**src/rtl/usb_rx_pkg.sv**
```systemverilog
// Shared types and constants for the USB 1.1 receive control path.
package usb_rx_pkg;

  localparam logic [7:0] SYNC_BYTE_DEF = 8'h80;
  localparam int MAX_BYTES_DEF = 64;

  localparam int BIT_CNT_W = 3;
  localparam logic [BIT_CNT_W-1:0] BIT_CNT_MAX = '1;
  localparam int BYTE_CNT_W_DEF = $clog2(MAX_BYTES_DEF + 1);

  typedef enum logic [3:0] {
    IDLE,
    SYNC_RCV,
    SYNC_CHK,
    DATA_RCV,
    STORE,
    FULL,
    EOP_WAIT,
    ERR_WAIT,
    ERR_EOP,
    ERR_IDLE
  } rx_state_t;

  // Byte counter must be able to hold MAX_BYTES itself, not just MAX_BYTES-1.
  function automatic int byte_cnt_w(input int max_bytes);
    return $clog2(max_bytes + 1);
  endfunction

endpackage

```
**src/rtl/rx_bit_cnt.sv**
```systemverilog
// Bit-within-byte counter: wraps 7->0 on enable; wrap pulse is registered, so a
// byte event is seen the cycle after the 8th enable. No backpressure.
module rx_bit_cnt
  import usb_rx_pkg::*;
(
  input  logic                 clk,
  input  logic                 n_rst,
  input  logic                 clr_i,
  input  logic                 en_i,
  output logic [BIT_CNT_W-1:0] cnt_o,
  output logic                 wrap_o,
  output logic                 zero_o
);

  logic [BIT_CNT_W-1:0] cnt_q, cnt_d;
  logic                 wrap_q, wrap_d;

  always_comb begin
    cnt_d  = cnt_q;
    wrap_d = 1'b0;
    if (clr_i) begin
      cnt_d = '0;
    end else if (en_i) begin
      cnt_d  = cnt_q + BIT_CNT_W'(1);
      wrap_d = (cnt_q == BIT_CNT_MAX);
    end
  end

  always_ff @(posedge clk or negedge n_rst) begin
    if (!n_rst) begin
      cnt_q  <= '0;
      wrap_q <= 1'b0;
    end else begin
      cnt_q  <= cnt_d;
      wrap_q <= wrap_d;
    end
  end

  assign cnt_o  = cnt_q;
  assign wrap_o = wrap_q;
  assign zero_o = (cnt_q == '0);

endmodule

```
**src/rtl/rx_ctrl.sv**
```systemverilog
// USB RX framing control: SYNC check, one FIFO write per data byte, sticky framing error.
// w_enable lands 2 cycles after the 8th shift of a byte; FIFO is never backpressured.
module rx_ctrl
  import usb_rx_pkg::*;
#(
  parameter logic [7:0] SYNC_BYTE = SYNC_BYTE_DEF,
  parameter int         MAX_BYTES = MAX_BYTES_DEF
) (
  input  logic       clk,
  input  logic       n_rst,
  input  logic       d_edge,
  input  logic       eop,
  input  logic       shift_enable,
  input  logic [7:0] rcv_data,
  output logic       rcving,
  output logic       w_enable,
  output logic       r_error
);

  localparam int BYTE_CNT_W = byte_cnt_w(MAX_BYTES);
  localparam logic [BYTE_CNT_W-1:0] LAST_IDX = BYTE_CNT_W'(MAX_BYTES - 1);

  rx_state_t               state_q, state_d;
  logic [BYTE_CNT_W-1:0]   byte_cnt_q, byte_cnt_d;
  logic                    end_pend_q, end_pend_d;
  logic [BIT_CNT_W-1:0]    bit_cnt;
  logic                    byte_evt, bit_zero, cnt_clr, valid_end, wrap_now;

  assign cnt_clr   = d_edge && (state_q == IDLE || state_q == ERR_IDLE);
  assign valid_end = eop && shift_enable;
  assign wrap_now  = shift_enable && (bit_cnt == BIT_CNT_MAX);

  rx_bit_cnt u_bit_cnt (
    .clk    (clk),
    .n_rst  (n_rst),
    .clr_i  (cnt_clr),
    .en_i   (shift_enable),
    .cnt_o  (bit_cnt),
    .wrap_o (byte_evt),
    .zero_o (bit_zero)
  );

  always_ff @(posedge clk or negedge n_rst) begin
    if (!n_rst) begin
      state_q    <= IDLE;
      byte_cnt_q <= '0;
      end_pend_q <= 1'b0;
    end else begin
      state_q    <= state_d;
      byte_cnt_q <= byte_cnt_d;
      end_pend_q <= end_pend_d;
    end
  end

  always_comb begin
    byte_cnt_d = byte_cnt_q;
    if (cnt_clr) byte_cnt_d = '0;
    else if (state_q == STORE) byte_cnt_d = byte_cnt_q + BYTE_CNT_W'(1);
  end

  // An end that arrives with the byte's last bit (or with its byte event) is a
  // boundary end; remember it until the byte has been stored.
  always_comb begin
    end_pend_d = end_pend_q;
    if (!(state_q inside {DATA_RCV, STORE, FULL})) end_pend_d = 1'b0;
    else if (state_q == DATA_RCV && valid_end && (byte_evt || wrap_now)) end_pend_d = 1'b1;
  end

  always_comb begin
    state_d = state_q;
    case (state_q)
      IDLE:     if (d_edge) state_d = SYNC_RCV;
      SYNC_RCV: begin
        if (byte_evt) state_d = SYNC_CHK;
        else if (valid_end) state_d = ERR_EOP;
      end
      SYNC_CHK: state_d = (rcv_data == SYNC_BYTE) ? DATA_RCV : ERR_WAIT;
      DATA_RCV: begin
        if (byte_evt) state_d = STORE;
        else if (end_pend_q) state_d = EOP_WAIT;
        else if (valid_end && bit_zero) state_d = EOP_WAIT;
        else if (valid_end && !wrap_now) state_d = ERR_EOP;
      end
      STORE:    state_d = (byte_cnt_q == LAST_IDX) ? FULL : DATA_RCV;
      FULL: begin
        if (byte_evt) state_d = ERR_WAIT;
        else if (end_pend_q || (valid_end && bit_zero)) state_d = EOP_WAIT;
        else if (valid_end) state_d = ERR_EOP;
      end
      EOP_WAIT: if (d_edge) state_d = IDLE;
      ERR_WAIT: if (valid_end) state_d = ERR_EOP;
      ERR_EOP:  if (d_edge) state_d = ERR_IDLE;
      ERR_IDLE: if (d_edge) state_d = SYNC_RCV;
      default:  state_d = IDLE;
    endcase
  end

  always_comb begin
    rcving   = 1'b1;
    w_enable = 1'b0;
    r_error  = 1'b0;
    case (state_q)
      IDLE:              rcving = 1'b0;
      STORE:             w_enable = 1'b1;
      ERR_WAIT, ERR_EOP: r_error = 1'b1;
      ERR_IDLE: begin
        rcving  = 1'b0;
        r_error = 1'b1;
      end
      default: ;
    endcase
  end

endmodule

```
**config.mk**
```make
export PLATFORM = sky130hd
export DESIGN_NAME = rx_ctrl
export DESIGN_NICKNAME = d
export VERILOG_FILES = /design/src/rtl/usb_rx_pkg.sv /design/src/rtl/rx_bit_cnt.sv /design/src/rtl/rx_ctrl.sv
export SDC_FILE = /design/constraint.sdc
export NUM_CORES = 1
export LEC_CHECK = 0
export CAP_MARGIN = 15
export CORE_ASPECT_RATIO = 2
export CORE_MARGIN = 4
export CORE_UTILIZATION = 40
export CTS_CLUSTER_DIAMETER = 30
export DETAILED_ROUTE_END_ITERATION = 12
export GPL_TIMING_DRIVEN = 0
export PLACE_DENSITY = 0.73
export SLEW_MARGIN = 20
export SYNTH_ARGS = -nofsm -noshare
export SYNTH_HDL_FRONTEND = slang
export SYNTH_SLANG_ARGS = --single-unit
```
**constraint.sdc**
```tcl
create_clock -name clk -period 2.06 [get_ports clk]
set_input_delay 0.412 -clock clk [delete_from_list [all_inputs] [get_ports clk]]
set_output_delay 0.412 -clock clk [all_outputs]
set_load 0.02 [all_outputs]
```
* Word level (Yosys, flattened, before mapping)
Index checks and enable logic that the tools add are counted.
** Word-level totals
- Bits of input ports :: 13
- Word-level logic and storage cells :: 68
- Bits in registers :: 16
- Output and inout port bits :: 3
** Operators by class
- Reduce and logical (&&, ||, !) cells :: 19
- Equality and inequality tests :: 17
- Multiplexer cells :: 25
- Add/subtract/negate cells :: 2
** Operators by type and width (number)
- $mux 4 :: 11
- $pmux 4 s9 :: 1
- $eq 4x3->1 const B :: 4
- $mux 7 :: 2
- $mux 3 :: 4
- $eq 4x2->1 const B :: 2
- $eq 4x4->1 const B :: 2
- $eq 8x8->1 const B :: 1
- $add 7x1->7 const B :: 1
- $eq 7x6->1 const B :: 1
- $logic_and 1x1->1 :: 7
- $mux 1 :: 7
- $ne 5x2->1 const B :: 1
- $eq 4x1->1 const B :: 1
- $logic_not 4->1 :: 1
- $ne 2x1->1 const B :: 2
- $ne 2x2->1 const B :: 2
- $reduce_and 4->1 :: 1
- $reduce_bool 2->1 :: 2
- $add 3x1->3 const B :: 1
- $eq 3x3->1 const B :: 1
- $logic_not 3->1 :: 1
- $logic_or 1x1->1 :: 3
- $reduce_bool 3->1 :: 1
- other kinds (3) :: 3

* Logic depth before layout (Yosys ltp)
Gate-level depths: netlist of run 1.
- Word-level depth :: 9
- Depth in mapped cells :: 7
- Mapped depth without buffers :: 7

* Hierarchy
A second synthesis of run 1 with hierarchy kept.
** Unflattened totals
- Cells, all modules :: 121
- Area, all modules :: 1067.3 um^2
** By module, submodules not included
- rx_ctrl :: cells each 103, times used 1, area each 868.3 um^2
- rx_bit_cnt :: cells each 18, times used 1, area each 198.9 um^2

* Worst setup path after synthesis of run 1
OpenSTA, ideal clock, no wires.
- Kind :: flip-flop to flip-flop
- From :: register state_q[3]
- To :: register byte_cnt_q[5]
- Data arrival time :: 1710 ps
- Clock period less this slack :: 1787 ps
- Slack :: 273 ps
- Cell stages (with the launch flop) :: 6
- Library setup time :: 77 ps
- Path buffers :: 1
- Path through :: dfrtp_1 > buf_2 > nor4b_4 > nand4_2 > or3_1 > a21oi_1
** Between the ends
- Longest elaborated chain between the ends :: 4
- Elaborated cells on any way between the ends :: 7
** RTL lines
- start: declaration :: RTL line rx_ctrl.sv:23 : rx_state_t state_q, state_d;
- start signal: assignment :: RTL line rx_ctrl.sv:49 : state_q <= state_d;
- $eq 4x4->1 or $logic_not 4->1 (tied branches) :: RTL line rx_ctrl.sv:29 : assign cnt_clr = d_edge && (state_q == IDLE || state_q == ERR_IDLE);
- $logic_or 1x1->1 :: RTL line rx_ctrl.sv:29
- $logic_and 1x1->1 :: RTL line rx_ctrl.sv:29
- $mux 7 or $reduce_bool 2->1 (tied branches)
- end signal: assignment :: RTL line rx_ctrl.sv:50 : byte_cnt_q <= byte_cnt_d;
- end: declaration :: RTL line rx_ctrl.sv:24 : logic [BYTE_CNT_W-1:0] byte_cnt_q, byte_cnt_d;
Several ways; a longest one is shown, not always the timed one.
A chain may end at the register's enable or synchronous reset.

* Worst setup path after layout of run 1
- From :: register state_q[1]
- To :: output port rcving
** Between the ends
- Longest elaborated chain between the ends :: 3
- Elaborated cells on any way between the ends :: 4
** RTL lines
- $eq 4x4->1 or $logic_not 4->1 (tied branches) :: RTL line rx_ctrl.sv:102 : case (state_q)
- $reduce_or 2->1 (no line) *
- $mux 1 * :: RTL line rx_ctrl.sv:102
- end: declaration :: RTL line rx_ctrl.sv:15 : output logic rcving,
Mark *: on every way between the ends. The rest lies on a longest branch, timed or not.

==> flow_summary_export.csv, run 1 <==
group,metric,value,unit
sta,layout_min_cycle_time,1.97,ns
synth,seq_area_frac_synth,37.3,%
critical_path,crit_path_start,"state_q[1]$_DFFE_PN0P_",
global_route,busiest_layer,"met2",
die,die_h,81.3,um
power_and_ir_drop,ir_drop,902,uV
critical_path,rr_startpoint,"state_q[3]$_DFFE_PN0P_",
routing,via_per_inst,5.66,
sta,final_hold_viol_count,0,
critical_path,r2r_end,"state_q[0]$_DFFE_PN0P_",
global_route,grt_pass1_wl,4380,um
die,core_region_area,0.00257,sq mm
sta,rsz0062_at_grt,"no",
critical_path,required,1.65,ns
cells_and_area,layout-drive-gt1-share,12.4,%
cts,clock_tree.root_cell,"clkbuf_8",
routing,ant_nets,0,
cts,insertion_delay,0.25,ns
sta,timing.hold.ws,0.506,ns
cts,tritoncts,"yes",
die,pin_count,16,
place,place_area,0.00125,sq mm
synth,ys_ff_latch,16,
sta,setup_viol,0,
routing,totalWireLength,2490,um
place,dp_slack,-0.0992,ns
global_route,met3_usage,1.33,%
cells_and_area,fin_util,52.6,%
place,dp.cells,166,
sta,fin_crit_sh,95.8,%
power_and_ir_drop,power.total,1.44,mW
power_and_ir_drop,power.leakage,0.587,nW
cells_and_area,final_area,0.00135,sq mm
min_path,hold_path.class,"primary input to flip-flop",
synth,yosys_most_used_dff,"dfrtp_1",
critical_path,crit_path_start_kind,"flip-flop",
routing,drt_first_pass_iters,4,
place,gp_congestion,0.800,
critical_path,crit_fanout,10,
die,fp.dieW,44.6,um
cts,numCtsBuffers,3,
cts,ctsLongestPathBuffers,2,
power_and_ir_drop,power.density,1060,mW/mm^2
sta,drv_slew,0,
synth,synth.avg_cell_area,8.66,sq um
routing,drt_iter0_drc,13,
critical_path,endpoint,"rcving",
cts,clock-sinks,16,
critical_path,worst-r2r-setup-slack,0.22,ns
sta,setup_ws,0.0868,ns
synth,synthCells,124,
run_status,status,"complete, no violations",
min_path,hold_start,"shift_enable",
critical_path,arrival,1.56,ns
global_route,track_usage,16.1,%
global_route,use_met1,16.0,%
die,die_area,0.00363,sq mm
sta,relSlewSlack,52.7,%
cts,path_clk_slew,0.06,ns
global_route,grt_max_degree,17,
routing,vias,980,
sta,fmax,0.507,GHz
global_route,grt_use_met2,29.3,%
cells_and_area,nNetsFinal,163,
die,start_util,41.8,%
place,dp_hpwl,1950,um
synth,synthArstFlopShare,100,%
cells_and_area,diodes,0,
place,portBuffers,14,
run,cap_viol_max_count,0,
cts,cts_htree_levels,1,
critical_path,end_kind,"output pin",
synth,synth_edf_count,0,
critical_path,reg2reg_depth,7,
sta,fin_tns_setup,0,ns
cells_and_area,layout.cells.non_filler,173,
sta,clock_skew,0.00106,ns
synth,yosys_warnings,0,
min_path,holdPathStages,3,
synth,synth_nets,141,
die,core.rowCount,26,
sta,tightest_slew,0.708,ns
global_route,overflow,0,
critical_path,critPathKind,"flip-flop to output pin",
routing,route.detailed.drc,0,
global_route,antenna_found_initial,0,
global_route,first_global_vias,1049,
cells_and_area,synthToLayoutAreaGrowth,25.9,%
synth,syn-cell-area,0.00107,sq mm
routing,routedWlPerCell,14.4,um
synth,ys_types,37,
flip-flops by register name, indices dropped and copies added (netlist names):
signal            cells
state_q               4
u_bit_cnt.wrap_o      1
byte_cnt_q            7
end_pend_q            1
u_bit_cnt.cnt_o       3
synth_stat cells (2+ instances only):
| master | number | area (sq um) |
|---|---|---|
| nor2_1 | 21 | 78.8 |
| nand2_1 | 11 | 41.3 |
| a21oi_1 | 5 | 25.0 |
| a211oi_1 | 3 | 22.5 |
| dfrtp_1 | 16 | 400 |
| ha_1 | 4 | 50.1 |
| o21ai_0 | 4 | 20.0 |
| clkbuf_1 | 3 | 11.3 |
| nand4b_1 | 2 | 17.5 |
| nand4_1 | 3 | 18.8 |
| mux2i_1 | 3 | 30.0 |
| nor4_1 | 2 | 12.5 |
| o221ai_1 | 3 | 26.3 |
| buf_2 | 3 | 15.0 |
| a31oi_1 | 3 | 18.8 |
| nor2b_1 | 5 | 31.3 |
| inv_1 | 6 | 22.5 |
| xnor2_1 | 3 | 26.3 |
| nand2b_1 | 2 | 12.5 |
| o211ai_1 | 3 | 22.5 |
| xor2_1 | 3 | 26.3 |
critical path: stages (launching register included):
cell	delay, ns
dfrtp_2	0.45
clkbuf_4	0.21
nor4_4	0.29
inv_1	0.05
dlygate4sd2_1	0.31
layout by cell type (no fill, tap or decap), types with 2 or more instances in the layout:
cell | netlist | layout
xor2_1 | 3 | 3
buf_4 | 0 | 4
dlygate4sd2_1 | 0 | 3
clkbuf_8 | 0 | 4
nand4b_1 | 2 | 2
mux2i_1 | 3 | 3
dfrtp_2 | 0 | 2
xnor2_1 | 3 | 3
inv_1 | 6 | 6
clkdlybuf4s50_1 | 0 | 11
o221ai_1 | 3 | 3
o211ai_1 | 3 | 3
a21oi_1 | 5 | 5
dfrtp_1 | 16 | 14
nor2_1 | 21 | 21
nor2b_1 | 5 | 5
nand2b_1 | 2 | 2
a211oi_1 | 3 | 3
a31oi_1 | 3 | 3
nand4_1 | 3 | 3
clkbuf_4 | 0 | 2
ha_1 | 4 | 4
o21ai_0 | 4 | 4
nand2_1 | 11 | 11
cell type report:
| class | instances | area (sq um) |
|---|---|---|
| Inverter | 6 | 22.5 |
| Buffer | 6 | 36.3 |
| Tap cell | 28 | 35.0 |
| Timing Repair Buffer | 17 | 159 |
| Multi-Input combinational cell | 96 | 641 |
| Clock buffer | 4 | 55.1 |
| Sequential cell | 16 | 403 |
| Fill cell | 251 | 1220 |
worst min path at each step:
stage / slack, ns / to
after floorplan: 0.12 / byte_cnt_q[0]$_DFFE_PN0P_
after global routing: 0.53 / u_bit_cnt.wrap_o$_DFF_PN0_
after CTS: 0.50 / u_bit_cnt.wrap_o$_DFF_PN0_
after detailed placement: 0.56 / byte_cnt_q[5]$_DFFE_PN0P_
final: 0.51 / u_bit_cnt.wrap_o$_DFF_PN0_
after global placement: 0.53 / u_bit_cnt.cnt_o[1]$_DFFE_PN0P_
logic make-up (layout without fill, tap and decap cells):
| logic type | after synthesis | count (layout) | share of synthesized area, % |
|---|---|---|---|
| adder cells (fa/ha/maj) | 4 | 4 | 4.66 |
| flip-flops | 16 | 16 | 37.3 |
| AND/OR/NAND/NOR | 57 | 57 | 29.5 |
| multiplexers | 3 | 3 | 2.80 |
| AO/OA/AOI/OAI | 26 | 26 | 16.3 |
| XOR/XNOR | 6 | 6 | 4.90 |
| buffers and inverters | 12 | 33 | 4.54 |
power breakdown:
part	switching, mW	internal, mW	total, mW	leakage [nW]
Combinational	0.387	0.313	0.700	0.348
Sequential	0.0788	0.385	0.464	0.210
Clock	0.104	0.169	0.273	0.0288
timing repair:
| action | CTS | global route |
|---|---|---|
| endpoints found under the setup margin | 3 | 2 |
| hold buffers | 0 | 0 |
| resized for setup | 8 | 7 |
| cloned | 0 | 0 |
| setup buffers | 2 | 1 |
| hold endpoints to repair | 0 | 0 |
| pin swaps | 1 | 0 |
layer usage:
| layer | vias to the layer above | part of all wire [%] |
|---|---|---|
| met3 | 10 | 1.6 |
| li1 | 485 | - |
| met4 | 0 | 4.5 |
| met5 | - | 0 |
| met2 | 16 | 58 |
| met1 | 469 | 36 |
Power figures use the tool's default switching activity.
==> run 2: changes to the inputs <==
Settings changed: CTS_BUF_LIST from default to sky130_fd_sc_hd__clkbuf_8.
==> results of run 2 <==
Final layout, timing and power as in run 1 (identical DEF).
==> run 3: changes to the inputs <==
Settings changed: ABC_CLOCK_PERIOD_IN_PS from default to 2060.
==> results of run 3 <==
Final layout, timing and power as in run 1 (identical DEF).
